`src/rtl/arb_grant_mux.sv`:
```
// -----------------------------------------------------------------------------
// arb_grant_mux
//
// Consumer stage for a fixed-priority arbiter. Presents the per-port request
// valids to the arbiter, uses the returned one-hot grant to pick one port's
// payload and registers it into a single-entry output slot. Multi-beat bursts
// lock the block to the winning port until its last beat is accepted; the
// arbiter is bypassed for the rest of the burst.
//
// Ports
//   clk_i        clock, all state updates on the rising edge
//   rst_ni       synchronous active-low reset
//   req_valid_i  per-port request valid                  [NUM_PORTS]
//   req_data_i   per-port payload, port p at [p*DATA_W +: DATA_W]
//   req_last_i   per-port last-beat flag                  [NUM_PORTS]
//   req_ready_o  per-port accept, at most one bit set     [NUM_PORTS]
//   arb_req_o    request vector to the arbiter            [NUM_PORTS]
//   arb_gnt_i    one-hot grant from the arbiter (combinational return)
//   out_valid_o  output slot holds a beat
//   out_data_o   registered payload                       [DATA_W]
//   out_id_o     index of the source port                 [ID_W]
//   out_last_o   registered last flag
//   out_ready_i  downstream accept
//   locked_o     high while a burst holds the lock
// -----------------------------------------------------------------------------
module arb_grant_mux #(
  parameter  int NUM_PORTS = 16,
  parameter  int DATA_W    = 32,
  localparam int ID_W      = (NUM_PORTS > 1) ? $clog2(NUM_PORTS) : 1
) (
  input  logic                        clk_i,
  input  logic                        rst_ni,
  input  logic [NUM_PORTS-1:0]        req_valid_i,
  input  logic [NUM_PORTS*DATA_W-1:0] req_data_i,
  input  logic [NUM_PORTS-1:0]        req_last_i,
  output logic [NUM_PORTS-1:0]        req_ready_o,
  output logic [NUM_PORTS-1:0]        arb_req_o,
  input  logic [NUM_PORTS-1:0]        arb_gnt_i,
  output logic                        out_valid_o,
  output logic [DATA_W-1:0]           out_data_o,
  output logic [ID_W-1:0]             out_id_o,
  output logic                        out_last_o,
  input  logic                        out_ready_i,
  output logic                        locked_o
);

  typedef enum logic {IDLE, LOCKED} state_t;

  state_t                state_q, state_d;
  logic [ID_W-1:0]       lock_id_q, lock_id_d;

  logic                  can_load;
  logic                  accept;
  logic [NUM_PORTS-1:0]  gnt_valid;
  logic [NUM_PORTS-1:0]  sel;
  logic [ID_W-1:0]       sel_id;
  logic [DATA_W-1:0]     sel_data;
  logic                  sel_last;

  // The slot can take a new beat when empty or draining this cycle, which
  // gives one beat per cycle with no bubble.
  assign can_load  = rst_ni & (~out_valid_o | out_ready_i);

  // During a burst the arbiter sees no requests; its grant is ignored.
  assign arb_req_o = (rst_ni && state_q == IDLE) ? req_valid_i : '0;

  // A grant to a port that is not requesting selects nothing.
  assign gnt_valid = arb_gnt_i & req_valid_i;

  always_comb begin
    // NOTE: every always_comb output gets a default first so no path can
    // leave it unassigned and infer a latch.
    sel = '0;
    if (state_q == LOCKED) begin
      sel[lock_id_q] = 1'b1;
    end else begin
      // x & -x isolates the lowest set bit, so a malformed multi-hot grant
      // still resolves to the highest-priority (lowest-index) port.
      sel = gnt_valid & (~gnt_valid + NUM_PORTS'(1));
    end
  end

  assign req_ready_o = sel & {NUM_PORTS{can_load}};
  assign accept      = |(req_ready_o & req_valid_i);

  // Payload/last/index mux driven by the one-hot selection.
  always_comb begin
    sel_id   = '0;
    sel_data = '0;
    sel_last = 1'b0;
    for (int p = 0; p < NUM_PORTS; p++) begin
      if (sel[p]) begin
        sel_id   = ID_W'(p);
        sel_data = req_data_i[p*DATA_W +: DATA_W];
        sel_last = req_last_i[p];
      end
    end
  end

  // Lock on the first beat of a multi-beat request; release on its last beat.
  // A locked port that drops valid simply stalls the block.
  always_comb begin
    state_d   = state_q;
    lock_id_d = lock_id_q;
    case (state_q)
      IDLE: begin
        if (accept && !sel_last) begin
          state_d   = LOCKED;
          lock_id_d = sel_id;
        end
      end
      LOCKED: begin
        if (accept && sel_last) begin
          state_d = IDLE;
        end
      end
      default: state_d = IDLE;
    endcase
  end

  // NOTE: state registers use non-blocking assignments so every flop samples
  // the pre-edge values regardless of block evaluation order.
  always_ff @(posedge clk_i) begin
    if (!rst_ni) begin
      state_q     <= IDLE;
      lock_id_q   <= '0;
      out_valid_o <= 1'b0;
      out_data_o  <= '0;
      out_id_o    <= '0;
      out_last_o  <= 1'b0;
    end else begin
      state_q   <= state_d;
      lock_id_q <= lock_id_d;
      if (accept) begin
        out_valid_o <= 1'b1;
        out_data_o  <= sel_data;
        out_id_o    <= sel_id;
        out_last_o  <= sel_last;
      end else if (out_ready_i) begin
        out_valid_o <= 1'b0;
      end
    end
  end

  assign locked_o = (state_q == LOCKED);

`ifndef SYNTHESIS
  a_ready_onehot: assert property (@(posedge clk_i) disable iff (!rst_ni)
    $onehot0(req_ready_o));

  a_gnt_onehot: assert property (@(posedge clk_i) disable iff (!rst_ni)
    (state_q == IDLE) |-> $onehot0(arb_gnt_i));

  for (genvar p = 0; p < NUM_PORTS; p++) begin : g_hold
    a_data_hold: assert property (@(posedge clk_i) disable iff (!rst_ni)
      (req_valid_i[p] && !req_ready_o[p]) |=> $stable(req_data_i[p*DATA_W +: DATA_W]));
  end
`endif

endmodule
```
`config.mk`:
```
export PLATFORM = sky130hd
export DESIGN_NAME = arb_grant_mux
export DESIGN_NICKNAME = d
export VERILOG_FILES = /design/src/rtl/arb_grant_mux.sv
export SDC_FILE = /design/constraint.sdc
export NUM_CORES = 1
export LEC_CHECK = 0
export ABC_AREA = 1
export CORE_AREA = 8 8 241 243
export CTS_CLUSTER_SIZE = 14
export DETAILED_ROUTE_END_ITERATION = 12
export DIE_AREA = 0 0 249 251
export GPL_TIMING_DRIVEN = 0
export PLACE_DENSITY = 0.46
export SLEW_MARGIN = 20
export SYNTH_ARGS = -nofsm -noshare
export SYNTH_HDL_FRONTEND = slang
export SYNTH_SLANG_ARGS = --single-unit
```
`constraint.sdc`:
```
create_clock -name clk_i -period 2.58 [get_ports clk_i]
set_input_delay 0.645 -clock clk_i [delete_from_list [all_inputs] [get_ports clk_i]]
set_output_delay 0.645 -clock clk_i [all_outputs]
set_load 0.02 [all_outputs]
```
# Word-level counts from Yosys, hierarchy flattened
# Cells that the tools add are included.
classes:
  add_sub_neg: 1
  multipliers: 0
  n_div: 0
  magnitude_cmp: 2
  n_eq_ne: 0
  shift: 0
  n_mux: 56
  bitwise: 9
  n_reduce_logical: 8
op_table:
  columns: ["op", "n"]
  rows:
  - ["32-bit two-way mux", 16]
  - ["16-bit bitwise AND", 4]
  - ["4-bit two-way mux", 14]
  - ["16-bit two-way mux", 2]
  - ["1-bit two-way mux", 22]
  - ["16-bit by 1-bit adder with 16-bit output, second input constant", 1]
  - ["16-bit inverter", 1]
  - ["16-bit OR reduction", 1]
  - ["4-bit by 5-bit less-than comparator with 1-bit output, second input constant", 1]
  - ["1-bit demux with 4-bit select", 1]
  - ["4-bit by 1-bit greater-or-equal comparator with 1-bit output, second input constant", 1]
  - ["1-bit logical AND", 4]
  - ["1-bit inverter", 2]
  - ["1-bit one-hot mux with 2 select lines", 1]
  - ["2-bit AND reduction", 1]
  - ["2-bit nonzero test", 1]
  - ["1-bit bitwise AND", 1]
  - ["1-bit zero test", 1]
  - ["1-bit OR", 1]
word_totals:
  ff_bits: 43
  latchBits: 0
  ram_bits: 0
  mem_bits_ro: 0
  in_bits: 563
  out_inout_bits: 71
  word_cells: 82
  n_memories: 0

# Depth between registers and ports, before layout
depth:
  word_depth: 25
  ltp_mapped: 18
  ltp_nobuf: 17

# Worst setup path before layout
# No wires, ideal clock.
synth_path:
  kind: "input -> output"
  start: "input req_valid_i[3]"
  end: "output req_ready_o[15]"
  arrival_time_ns: 2.090
  required_ns: 1.935
  slack_ns: -0.155
  cell_stages: 10
  path_buffers: 1
  path_cell_list: "nand2_1 -> nand2_2 -> nor2_2 -> nand2_1 -> nor2_4 -> nand2_2 -> o21bai_4 -> clkbuf_1 -> inv_1 -> nor2_1"
synth_via:
  elab_chain_len: 6
synth_lines:
  columns: ["element", "line_no", "text"]
  rows:
  - ["from (decl)", "33", "input logic [NUM_PORTS-1:0] req_valid_i,"]
  - ["16-bit bitwise AND", "68", "assign gnt_valid = arb_gnt_i & req_valid_i;"]
  - ["16-bit inverter", "79", "sel = gnt_valid & (~gnt_valid + NUM_PORTS'(1));"]
  - ["16-bit by 1-bit adder with 16-bit output", "79", null]
  - ["16-bit bitwise AND", "79", null]
  - ["16-bit two-way mux", "74", "if (state_q == LOCKED) begin"]
  - ["16-bit bitwise AND", "83", "assign req_ready_o = sel & {NUM_PORTS{can_load}};"]
  - ["to (decl)", "36", "output logic [NUM_PORTS-1:0] req_ready_o,"]
# No other way between the ends.

# Worst setup path after layout
# Ends and elaborated chain as after synthesis.

==> metrics.txt <==
status finished, violations left; violations in the final reports setup timing; vias after detailed routing 11,795; post-layout utilization of the core 29.8%; YS warnings 0; maximum achievable frequency 371 MHz; leftover overflow at the end of global routing 0; Via-to-Cell Ratio 4.20; first-pass GRT wire length 87,600 um; Post-synth EDFFs 0; number of global-route vias before repair 11,777; Layout area overhead 148%; min setup slack post-route -0.118 ns; worst-case clock skew 0.00434 ns; Row Count 86; clock tree from TritonCTS yes; power density over the cells 360 nW/um^2; number of synthesized register bits 43; design area 16,200 um^2; netlist area before placement 6550 um^2; CTS Hold Bufs 0; number of H-tree levels 2; Register-to-Register Setup Slack -0.08 ns; worst slack at placement -1.91 ns; leakage dissipation 0.00719 uW; wire length after detailed routing 64,300 um; Maximum Capacitance Violations 0; number of library cell types mapped by synthesis 30; class of the worst hold path reg -> reg; remaining number of nets flagged by the antenna check after routing 0; Peak VDD IR 0.219 mV; post-synthesis area per instance 4.82 um^2; Chip Width 249 um; sinks on the clock net 43; number of antenna violations at the first check in global routing 20; type of element launching the critical path input port; fraction of synthesized cell area taken by the top area cell type 32.1%; post-placement cell area 13,800 um^2; number of detailed-routing iterations run before antenna repair 5; drc violations 0; drt initial violations 750; type of destination of the critical path output pin; core area 54,300 um^2; CP arrival 2.05 ns; drt wl/cell 22.9 um; setup TNS after final layout -0.559 ns; final worst path period share 105%; most area-consuming cells after synthesis sky130_fd_sc_hd__nand2_1, sky130_fd_sc_hd__dfxtp_1, sky130_fd_sc_hd__inv_1; pin count of the biggest net entering global routing 13; Setup-failing EPs final 15; Num CTS Buffers 5; minimum hold slack 0.509 ns; number of instances in the synthesized netlist 1,357; DP HPWL 53,200 um; ys async rst share 0%; net total in the final layout 2,655; combined global-route utilization of all metal layers 19.2%; hold violation count in the final report 0; required time of the critical path 1.93 ns; synthesized netlist net count 1,920; clock period minus worst slack 2.70 ns; RePlAce Congestion 0.945; worst skew pair latency 0.30 ns; slew of the pin with the lowest slew margin 0.801 ns; Final Slew Violations 0; worst slew slack as a fraction of its limit 46.6%; Crit Path Max Fanout 4; sequential element share of the synthesized area 13.2%; number of top-level pins 634; leading area contributor after synthesis sky130_fd_sc_hd__nand2_1; Max clock buf depth 2; clock transition at the registers of the reported paths 0.06 ns; Buffers on Ports 632; fraction of layout instances using a drive strength above 1 21.7%; top flip-flop cell by instance count after synthesis sky130_fd_sc_hd__dfxtp_1; unrepaired setup endpoints after global routing yes; Initial Utilization 12.0%; die boundary height 251 um; category of the most critical setup path in -> out; cell at the root of the clock tree sky130_fd_sc_hd__clkbuf_16; area of the die 62,500 um^2
layer usage:
metal | GRT usage (%) | share of wire (%)
met2 | 32.7 | 48
met1 | 23.2 | 42
met5 | 0 | 0.073
met4 | 6.41 | 2.2
met3 | 5.28 | 7.7
layout make-up:
type                            instances  area [um^2]
Buffer                                 63          643
Inverter                              219          855
Multi-Input combinational cell       1027         5530
Clock buffer                            6          129
Fill cell                            6084        38100
Timing Repair Buffer                  733         7240
Sequential cell                        43          872
Clock inverter                          1         30.0
Antenna cell                           15         37.5
Tap cell                              704          881
worst paths after layout:
check / from / endpoint / depth (start not counted)
worst max-delay path: req_valid_i[3] / req_ready_o[15] / 12
worst min register to register: out_id_o[3] / out_id_o[3] / 2
worst min-delay path: out_id_o[3] / out_id_o[3] / 2
worst max register to register: locked_o / out_data_o[16] / 19
placed cells by master, fill, tap and decap left out, types with 23 or more instances in the layout:
cell                              instances
sky130_fd_sc_hd__nand4_1                108
sky130_fd_sc_hd__dfxtp_1                 38
sky130_fd_sc_hd__nand3_2                 28
sky130_fd_sc_hd__nand2_4                 37
sky130_fd_sc_hd__a21oi_1                 60
sky130_fd_sc_hd__clkdlybuf4s50_1        567
sky130_fd_sc_hd__buf_6                   27
sky130_fd_sc_hd__buf_4                   85
sky130_fd_sc_hd__clkbuf_2                23
sky130_fd_sc_hd__nand3_1                 25
sky130_fd_sc_hd__nand2_1                489
sky130_fd_sc_hd__o21ai_2                 26
sky130_fd_sc_hd__inv_1                  173
sky130_fd_sc_hd__nand2_2                 41
sky130_fd_sc_hd__nor2_1                 101
sky130_fd_sc_hd__inv_2                   37
critical path, cell delays in order:
cell and delay, ns:
sky130_fd_sc_hd__buf_8 0.10, sky130_fd_sc_hd__nand2_4 0.07, sky130_fd_sc_hd__nand2_4 0.07, sky130_fd_sc_hd__nor2_4 0.14
sky130_fd_sc_hd__nand2_2 0.07, sky130_fd_sc_hd__nor2_4 0.19, sky130_fd_sc_hd__nand2_4 0.11, sky130_fd_sc_hd__o21bai_4 0.26
sky130_fd_sc_hd__buf_8 0.16, sky130_fd_sc_hd__inv_6 0.03, sky130_fd_sc_hd__nor2_4 0.07, sky130_fd_sc_hd__buf_6 0.13
kinds of logic after synthesis:
family,after synthesis,synth area share (%)
and+or+nand+nor,876,57.1
AOI/OAI and AO/OA,151,12.4
DFF,43,13.2
buffers and inverters,287,17.3
registers in the layout, summed over array words and instances (netlist names):
name / count
out_data_o: 32
lock_id_q: 4
out_id_o: 4
locked_o: 1
out_last_o: 1
out_valid_o: 1
cell usage after synthesis, types with 4 or more instances:
cell,instances
sky130_fd_sc_hd__dfxtp_1,43
sky130_fd_sc_hd__a21oi_1,75
sky130_fd_sc_hd__o21ai_1,25
sky130_fd_sc_hd__inv_2,21
sky130_fd_sc_hd__clkinv_1,4
sky130_fd_sc_hd__clkbuf_1,54
sky130_fd_sc_hd__nand2_2,9
sky130_fd_sc_hd__o21ai_0,43
sky130_fd_sc_hd__nand4_1,108
sky130_fd_sc_hd__nand2_1,560
sky130_fd_sc_hd__nor3_1,6
sky130_fd_sc_hd__nor2_1,126
sky130_fd_sc_hd__nand3_1,53
sky130_fd_sc_hd__buf_2,4
sky130_fd_sc_hd__buf_6,6
sky130_fd_sc_hd__inv_1,194
through the flow:
stage | total power (uW) | cells
after detailed placement | 4250 | 2693
after floorplan | 2270 | 1357
after global routing | 6240 | 2810
after CTS | 5430 | 2765
final | 5830 | 2811
after global placement | 4250 | 2693
power by group:
part | total, uW | switching [uW] | internal (uW) | leakage, uW
Clock | 745 | 292 | 453 | 0.0000770
Combinational | 4190 | 2160 | 2030 | 0.00676
Sequential | 891 | 93.7 | 798 | 0.000357
Total | 5830 | 2550 | 3280 | 0.00719
what timing repair did:
item	in CTS	in global routing
resized for setup	380	288
buffers inserted	67	32
pin swaps	52	118
setup endpoints to repair	75	62
cloned	2	4
hold endpoints to repair	0	0
No activity file was read; power rests on OpenSTA's default activity.
